<file path="src/rtl/stopwatch_pkg.sv">
// Shared types and timing constants for the stopwatch key-conditioning logic.
package stopwatch_pkg;

   typedef enum logic [1:0] {
      IDLE         = 2'd0,
      PRESS_WAIT   = 2'd1,
      HELD         = 2'd2,
      RELEASE_WAIT = 2'd3
   } key_state_t;

   localparam int CLK_HZ        = 50_000_000;
   localparam int DEBOUNCE_20MS = CLK_HZ / 50;
   localparam int LONG_1S       = CLK_HZ;
   localparam int REPEAT_200MS  = CLK_HZ / 5;

endpackage

</file>
<file path="src/rtl/sync_2ff.sv">
// Generic two-flop synchronizer with a configurable reset value; reusable for switch banks.
module sync_2ff #(
   parameter int               WIDTH       = 1,
   parameter logic [WIDTH-1:0] RESET_VALUE = '0
) (
   input  logic             clk,
   input  logic             reset_n,
   input  logic [WIDTH-1:0] d,
   output logic [WIDTH-1:0] q
);

   logic [WIDTH-1:0] meta;

   always_ff @(posedge clk or negedge reset_n) begin
      if (!reset_n) begin
         meta <= RESET_VALUE;
         q    <= RESET_VALUE;
      end else begin
         meta <= d;
         q    <= meta;
      end
   end

endmodule

</file>
<file path="src/rtl/key_debounce.sv">
// Debounces one active-low pushbutton into a level plus press/release/long-press strobes.
// Optional auto-repeat strobe is enabled by defining KEY_REPEAT_EN.
module key_debounce
   import stopwatch_pkg::*;
#(
   parameter int DEBOUNCE_CYCLES = DEBOUNCE_20MS,
   parameter int LONG_CYCLES     = LONG_1S,
   parameter int REPEAT_CYCLES   = REPEAT_200MS
) (
   input  logic clk,
   input  logic reset_n,
   input  logic key_n,
   output logic pressed,
   output logic press_p,
   output logic release_p,
   output logic long_p,
   output logic rpt_p
);

   localparam int               DB_W     = $clog2(DEBOUNCE_CYCLES + 1);
   localparam logic [DB_W-1:0]  DB_LAST  = DB_W'(DEBOUNCE_CYCLES - 1);
   localparam int               HOLD_W   = $clog2(LONG_CYCLES + 1);
   localparam logic [HOLD_W-1:0] HOLD_MAX = HOLD_W'(LONG_CYCLES);
   localparam logic [HOLD_W-1:0] HOLD_PRE = HOLD_W'(LONG_CYCLES - 1);

   if (DEBOUNCE_CYCLES < 2 || LONG_CYCLES < 1 || REPEAT_CYCLES < 1) begin : g_bad_params
      $error("key_debounce: DEBOUNCE_CYCLES must be >= 2, LONG_CYCLES and REPEAT_CYCLES >= 1");
   end

   logic              key_q;
   logic              key_s;
   key_state_t        state;
   logic [DB_W-1:0]   db_cnt;
   logic [HOLD_W-1:0] hold_cnt;

   // Synchronizer resets to 1 so a key held through reset looks released until sampled.
   sync_2ff #(
      .WIDTH       (1),
      .RESET_VALUE (1'b1)
   ) u_sync (
      .clk     (clk),
      .reset_n (reset_n),
      .d       (key_n),
      .q       (key_q)
   );

   assign key_s = ~key_q;

   always_ff @(posedge clk or negedge reset_n) begin
      if (!reset_n) begin
         state     <= IDLE;
         db_cnt    <= '0;
         hold_cnt  <= '0;
         pressed   <= 1'b0;
         press_p   <= 1'b0;
         release_p <= 1'b0;
         long_p    <= 1'b0;
      end else begin
         press_p   <= 1'b0;
         release_p <= 1'b0;
         long_p    <= 1'b0;
         case (state)
            IDLE: begin
               if (key_s) begin
                  state  <= PRESS_WAIT;
                  db_cnt <= '0;
               end
            end
            PRESS_WAIT: begin
               if (!key_s) begin
                  state <= IDLE;
               end else if (db_cnt == DB_LAST) begin
                  state    <= HELD;
                  press_p  <= 1'b1;
                  pressed  <= 1'b1;
                  hold_cnt <= '0;
               end else begin
                  db_cnt <= db_cnt + DB_W'(1);
               end
            end
            // hold_cnt saturates, so long_p can only fire once per press.
            HELD: begin
               if (!key_s) begin
                  state  <= RELEASE_WAIT;
                  db_cnt <= '0;
               end else if (hold_cnt != HOLD_MAX) begin
                  hold_cnt <= hold_cnt + HOLD_W'(1);
                  if (hold_cnt == HOLD_PRE) begin
                     long_p <= 1'b1;
                  end
               end
            end
            RELEASE_WAIT: begin
               if (key_s) begin
                  state <= HELD;
               end else if (db_cnt == DB_LAST) begin
                  state     <= IDLE;
                  release_p <= 1'b1;
                  pressed   <= 1'b0;
               end else begin
                  db_cnt <= db_cnt + DB_W'(1);
               end
            end
            default: state <= IDLE;
         endcase
      end
   end

`ifdef KEY_REPEAT_EN
   localparam int              REP_W    = $clog2(REPEAT_CYCLES + 1);
   localparam logic [REP_W-1:0] REP_LAST = REP_W'(REPEAT_CYCLES - 1);

   logic [REP_W-1:0] rep_cnt;

   // Repeat period only advances in steady HELD after the long press has fired.
   always_ff @(posedge clk or negedge reset_n) begin
      if (!reset_n) begin
         rep_cnt <= '0;
         rpt_p   <= 1'b0;
      end else begin
         rpt_p <= 1'b0;
         if (state == IDLE) begin
            rep_cnt <= '0;
         end else if (state == HELD && key_s && hold_cnt == HOLD_MAX) begin
            if (rep_cnt == REP_LAST) begin
               rpt_p   <= 1'b1;
               rep_cnt <= '0;
            end else begin
               rep_cnt <= rep_cnt + REP_W'(1);
            end
         end
      end
   end
`else
   assign rpt_p = 1'b0;
`endif

endmodule

</file>
<file path="config.mk">
export PLATFORM = sky130hd
export DESIGN_NAME = key_debounce
export DESIGN_NICKNAME = d
export VERILOG_FILES = /design/src/rtl/stopwatch_pkg.sv /design/src/rtl/sync_2ff.sv /design/src/rtl/key_debounce.sv
export SDC_FILE = /design/constraint.sdc
export NUM_CORES = 1
export LEC_CHECK = 0
export ABC_CLOCK_PERIOD_IN_PS = 4850
export CORE_MARGIN = 10
export CORE_UTILIZATION = 57
export CTS_BUF_LIST = sky130_fd_sc_hd__clkbuf_4 sky130_fd_sc_hd__clkbuf_8 sky130_fd_sc_hd__clkbuf_16
export CTS_CLUSTER_SIZE = 28
export DETAILED_ROUTE_END_ITERATION = 8
export DONT_BUFFER_PORTS = 1
export PLACE_DENSITY = 0.83
export SYNTH_ARGS = -nofsm -noshare
export SYNTH_HDL_FRONTEND = slang
export SYNTH_SLANG_ARGS = --single-unit
</file>
<file path="constraint.sdc">
create_clock -name clk -period 4.85 [get_ports clk]
set_input_delay 0.485 -clock clk [delete_from_list [all_inputs] [get_ports clk]]
set_output_delay 0.485 -clock clk [all_outputs]
set_load 0.005 [all_outputs]
</file>
Word-level counts from Yosys, hierarchy flattened
Index checks and enable logic that the tools add are counted.
- divide/modulo/power cells: 0
- multiply operators: 0
- $lt $le $gt $ge: 0
- add/subtract/negate cells: 2
- equal/unequal tests: 16
- bitwise logic cells: 0
- reduce and logical (&&, ||, !) cells: 7
- shifts and indexed selects: 0
- muxes and demuxes: 32
- operator list (kind ; number):
    2-to-1 mux 26 bit ; 4
    2-to-1 mux 20 bit ; 5
    case mux 20 bit (4 select lines) ; 1
    case mux 26 bit (2 select lines) ; 1
    adder 26 x 1 -> 26 bit (second input constant) ; 1
    == test 26 bit (second input constant) ; 1
    inequality test 26 bit (second input constant) ; 1
    adder 20 x 1 -> 20 bit (second input constant) ; 1
    == test 20 bit (second input constant) ; 1
    2-to-1 mux 1 bit ; 13
    2-to-1 mux 2 bit ; 6
    inequality test 2 bit (second input constant) ; 6
    AND reduction 5 bit ; 2
    case mux 2 bit (4 select lines) ; 1
    AND reduction 4 bit ; 2
    == test 2 bit (second input constant) ; 2
    inequality test 2 x 1 -> 1 bit (second input constant) ; 2
    nonzero test 2 bit ; 2
    inequality test 3 x 2 -> 1 bit (second input constant) ; 1
    inequality test 3 bit (second input constant) ; 1
    == test 2 x 1 -> 1 bit (second input constant) ; 1
    zero test 2 bit ; 1
    case mux 1 bit (2 select lines) ; 1
- input port bits: 3
- memory bits (read-only): 0
- bits in latches: 0
- register bits: 54
- memories kept: 0
- RAM bits: 0
- logic and storage cells: 66

Depth between registers and ports, before layout
- word-level depth: 5
- depth in mapped cells: 9
- gate-level depth less buffers: 7

Hierarchy
From an unflattened synthesis, not the netlist that was laid out.
- cells, all modules: 338
- area total of the unflattened synthesis: 3075.4 µm²
- by module, submodules not included (module ; cells each ; area an instance (µm²) ; instances ; sequential area each (µm²)):
    key_debounce ; 336 ; 3022.9 ; 1 ; 1301.2
    sync_2ff ; 2 ; 52.6 ; 1 ; 52.6

Least setup slack after synthesis
Ideal clock, no wire load.
- path type: register -> register
- from: register u_sync.q
- to: register db_cnt[14]
- required time: 4.771 ns
- buffers on the path: 1
- setup time: 0.079 ns
- slack: 2.873 ns
- arrival: 1.899 ns
- period minus slack after synthesis: 1.977 ns
- cell stages (with the launch flop): 7
- cell sequence: dfstp_2 > buf_2 > xnor2_4 > nand4_1 > or4b_4 > or3_1 > a21oi_1
- cells in the longest elaborated chain, start to end: 2
- elaborated cells on any way between the ends: 5
- those cells by class: eq/ne (4); reduce/logical (1)
- ends and longest elaborated chain (what ; RTL line ; source):
    from (decl) ; sync_2ff.sv:9 ; output logic [WIDTH-1:0] q
    from (signal assigned) ; sync_2ff.sv:20 ; q <= meta;
    inequality test 2 bit (no line) or inequality test 2 x 1 -> 1 bit (tied branches) ; n/a ;
    AND reduction 4 bit (no line) * ; n/a ;
    to (signal assigned) ; key_debounce.sv:78 ; db_cnt <= db_cnt + DB_W'(1);
    to (signal assigned) ; key_debounce.sv:101 ; db_cnt <= db_cnt + DB_W'(1);
    to (decl) ; key_debounce.sv:33 ; logic [DB_W-1:0] db_cnt;
Every way passes the cells marked *; elsewhere a longest branch is shown, timed or not.
A chain may end at the register's enable or synchronous reset.

==> metrics <==
synth warn 0; worst min-delay path category in -> async; Worst Path Arrival 2840 ps; worst vdd ir 0.212 mV; Worst Skew ~14 ps; DR DRC count 0; final WL approximately 6.3 mm; Starting DRT DRC Count ~230; Initial Utilization 59.3%; Die H 93.1 um; die area a little under 9000 um^2; synthesized area 3050 um^2; CTS tree done; setup_tns 0 ps; share of cells above drive strength 1 under 10%; Diodes inserted 0; FP Rows 26; Net Switching about 170 uW; area of the multi-input gates 1580 um^2; grt ovf 0; fin crit period 2620 ps; Worst Path Max Fanout 17; # clock sinks 54; cts bufs inserted 5; # fillers between 400 and 500; Skew-Pair Late Insertion Delay 310 ps; maxcap violations 0; first-pass GRT wire length 10.5 mm; Comb power frac 3.7%; Routed Antenna Nets 0; Synth cell types 56; mean routed wirelength per cell 16.3 um; worst slew pin tran 1270 ps; Via density 6.46; Leakage 1.22 nW; sequential share of the synthesized area 44.4%; CP endpoint kind flip-flop; num ports 8; Rel. slew slack 14.9%; Clock Power Share ~34%; met2 wire len ~2.9 mm; Initial DRT Pass Iterations 4; layout net count 319; Crit Path Category reg -> reg; f_max 381 MHz; pin count of the biggest net entering global routing 53; H-tree levels 2; Critical Path Start Type flip-flop; required time of the worst setup path 5070 ps; Final GP Congestion 0.861; CTS max path bufs 2; synthesis-stage register bit count 54; number of flops mapped to enable cells by yosys 0; status finished clean; final number of setup-violating endpoints 0; Top FF cell, synth dfrtp_1; number of I/O port buffers 0; post-cts resize count 0; Pins Over Slew Limit 0; DR WL met3 372 um; Synth Instances 318; Max Used Layer met4; Clk pin slew, worst setup/hold paths 100 ps; asr flop ratio synth 100%; core box area 5140 um^2; P per Cell Area approximately 230 nW/um^2; HPWL Detailed ~4.2 mm; Worst R2R Path Depth 5; via count 2479; Area Growth Syn to Fin 3.94%; Seq pwr share 62.5%; commonest cells after routing, fill and taps aside dfrtp_1, nand2_1, nor2_1; unrepaired setup endpoints after global routing no; Hold WS between 10 and 15 ps; vias in the first global route 2165; antenna violations before repair 0; area occupied by registers about 1400 um^2; Total GRT Usage 14.6%; Internal Power 565 uW; Met1 Wirelength 2.95 mm; syn nets 324; synthesized area per cell 9.58 um^2; Fin. Hold Viols 0; switching part of the total a little under a quarter; root buf cell clkbuf_8; share of the clock period used by the worst path 54.1%; most common cell after layout, fill and taps aside dfrtp_1; die width 93.1 um
cell usage after synthesis, types with 3 or more instances:
master	number	share of area [%]
a41oi_1	4	1.1
nand2_1	32	3.9
and3_1	6	1.2
and4_1	3	0.86
nor3_1	5	0.82
a21oi_1	21	3.4
xnor2_1	9	2.6
nor2_1	25	3.1
nand3_1	17	2.8
clkbuf_1	4	0.49
o21ai_0	11	1.8
buf_2	4	0.66
or3_1	7	1.4
nor4_2	3	1.2
or4_1	6	1.5
nor4_1	8	1.6
a31oi_1	16	3.3
or4b_1	3	0.99
xor2_1	5	1.4
nand2b_1	8	1.6
nand4_1	15	3.1
inv_1	5	0.62
o31ai_1	5	1.2
dfrtp_1	52	43
ha_1	3	1.2
buf_6	4	1.5
power groups by stage:
stage	Combinational (mW)	Sequential (mW)	Clock, mW
floorplan	0.0142	0.468	0
global placement	0.0148	0.471	0
detailed placement	0.0150	0.471	0
CTS	0.0262	0.462	0.260
global route	0.0302	0.463	0.274
finish	0.0271	0.462	0.250
worst paths after layout:
path / startpoint / endpoint / slack, ps
worst max register to register: flip-flop / hold_cnt[6] / 2230
max in group asynchronous: reset_n / u_sync.meta / 4160
worst max-delay path: flip-flop / hold_cnt[6] / 2230
min in group clk: key_n / u_sync.meta / 170
worst min-delay path: reset_n / db_cnt[16] / 10
worst min register to register: u_sync.meta / u_sync.q / 360
critical path: stages (launching register included):
cell,delay (ps)
dfrtp_1,600
and2b_2,420
nand2b_1,140
a31oi_1,940
a21oi_1,200
a31oi_1,230
metal layers:
layer / vias up / GRT usage [%]
met1: 1211 / 20.8
met5: - / 0
met4: 0 / 4.63
li1: 1195 / -
met3: 5 / 3.28
met2: 68 / 21.4
layout make-up:
class / count / area share (%)
multi-input combinational: 245 / 49.9
sequential: 54 / 42.7
tap: 70 / 2.76
clock buffer: 5 / 2.17
timing repair buffer: 2 / 1.18
clock inverter: 3 / 0.671
inverter: 5 / 0.592
through the flow:
stage,area [um^2],std cells,setup slack [ps],utilization (%),power (mW)
floorplan,3050,318,2870,-,0.483
global placement,3040,374,2350,59.2,0.486
detailed placement,3040,374,2300,59.2,0.486
CTS,3160,383,2270,61.4,0.748
global route,3170,384,1940,61.6,0.767
finish,3170,384,2230,61.6,0.740
flip-flops by register name (all words and copies together), names as in the netlist, named ones only:
signal and count:
hold_cnt 26, db_cnt 20, long_p 1, press_p 1
pressed 1, release_p 1, state 1, u_sync.meta 1
u_sync.q 1
what timing repair did:
action | 4_1_cts | 5_1_grt
hold endpoints to repair | 52 | 2
setup endpoints to repair | 0 | 0
buffers inserted | 0 | 0
hold buffers | 1 | 1
cells by family (layout without fill, tap and decap cells):
kind of cell / after synthesis / after routing / share of synthesized area [%]
fa+ha+maj: 3 / 3 / 1.23
xor+xnor: 15 / 15 / 4.93
buf+inv: 19 / 15 / 3.74
flops: 54 / 54 / 44.4
compound gates: 72 / 72 / 15.1
other cells: 1 / 1 / 0.123
simple gates: 154 / 154 / 30.5
(Power assumes the default switching activity.)
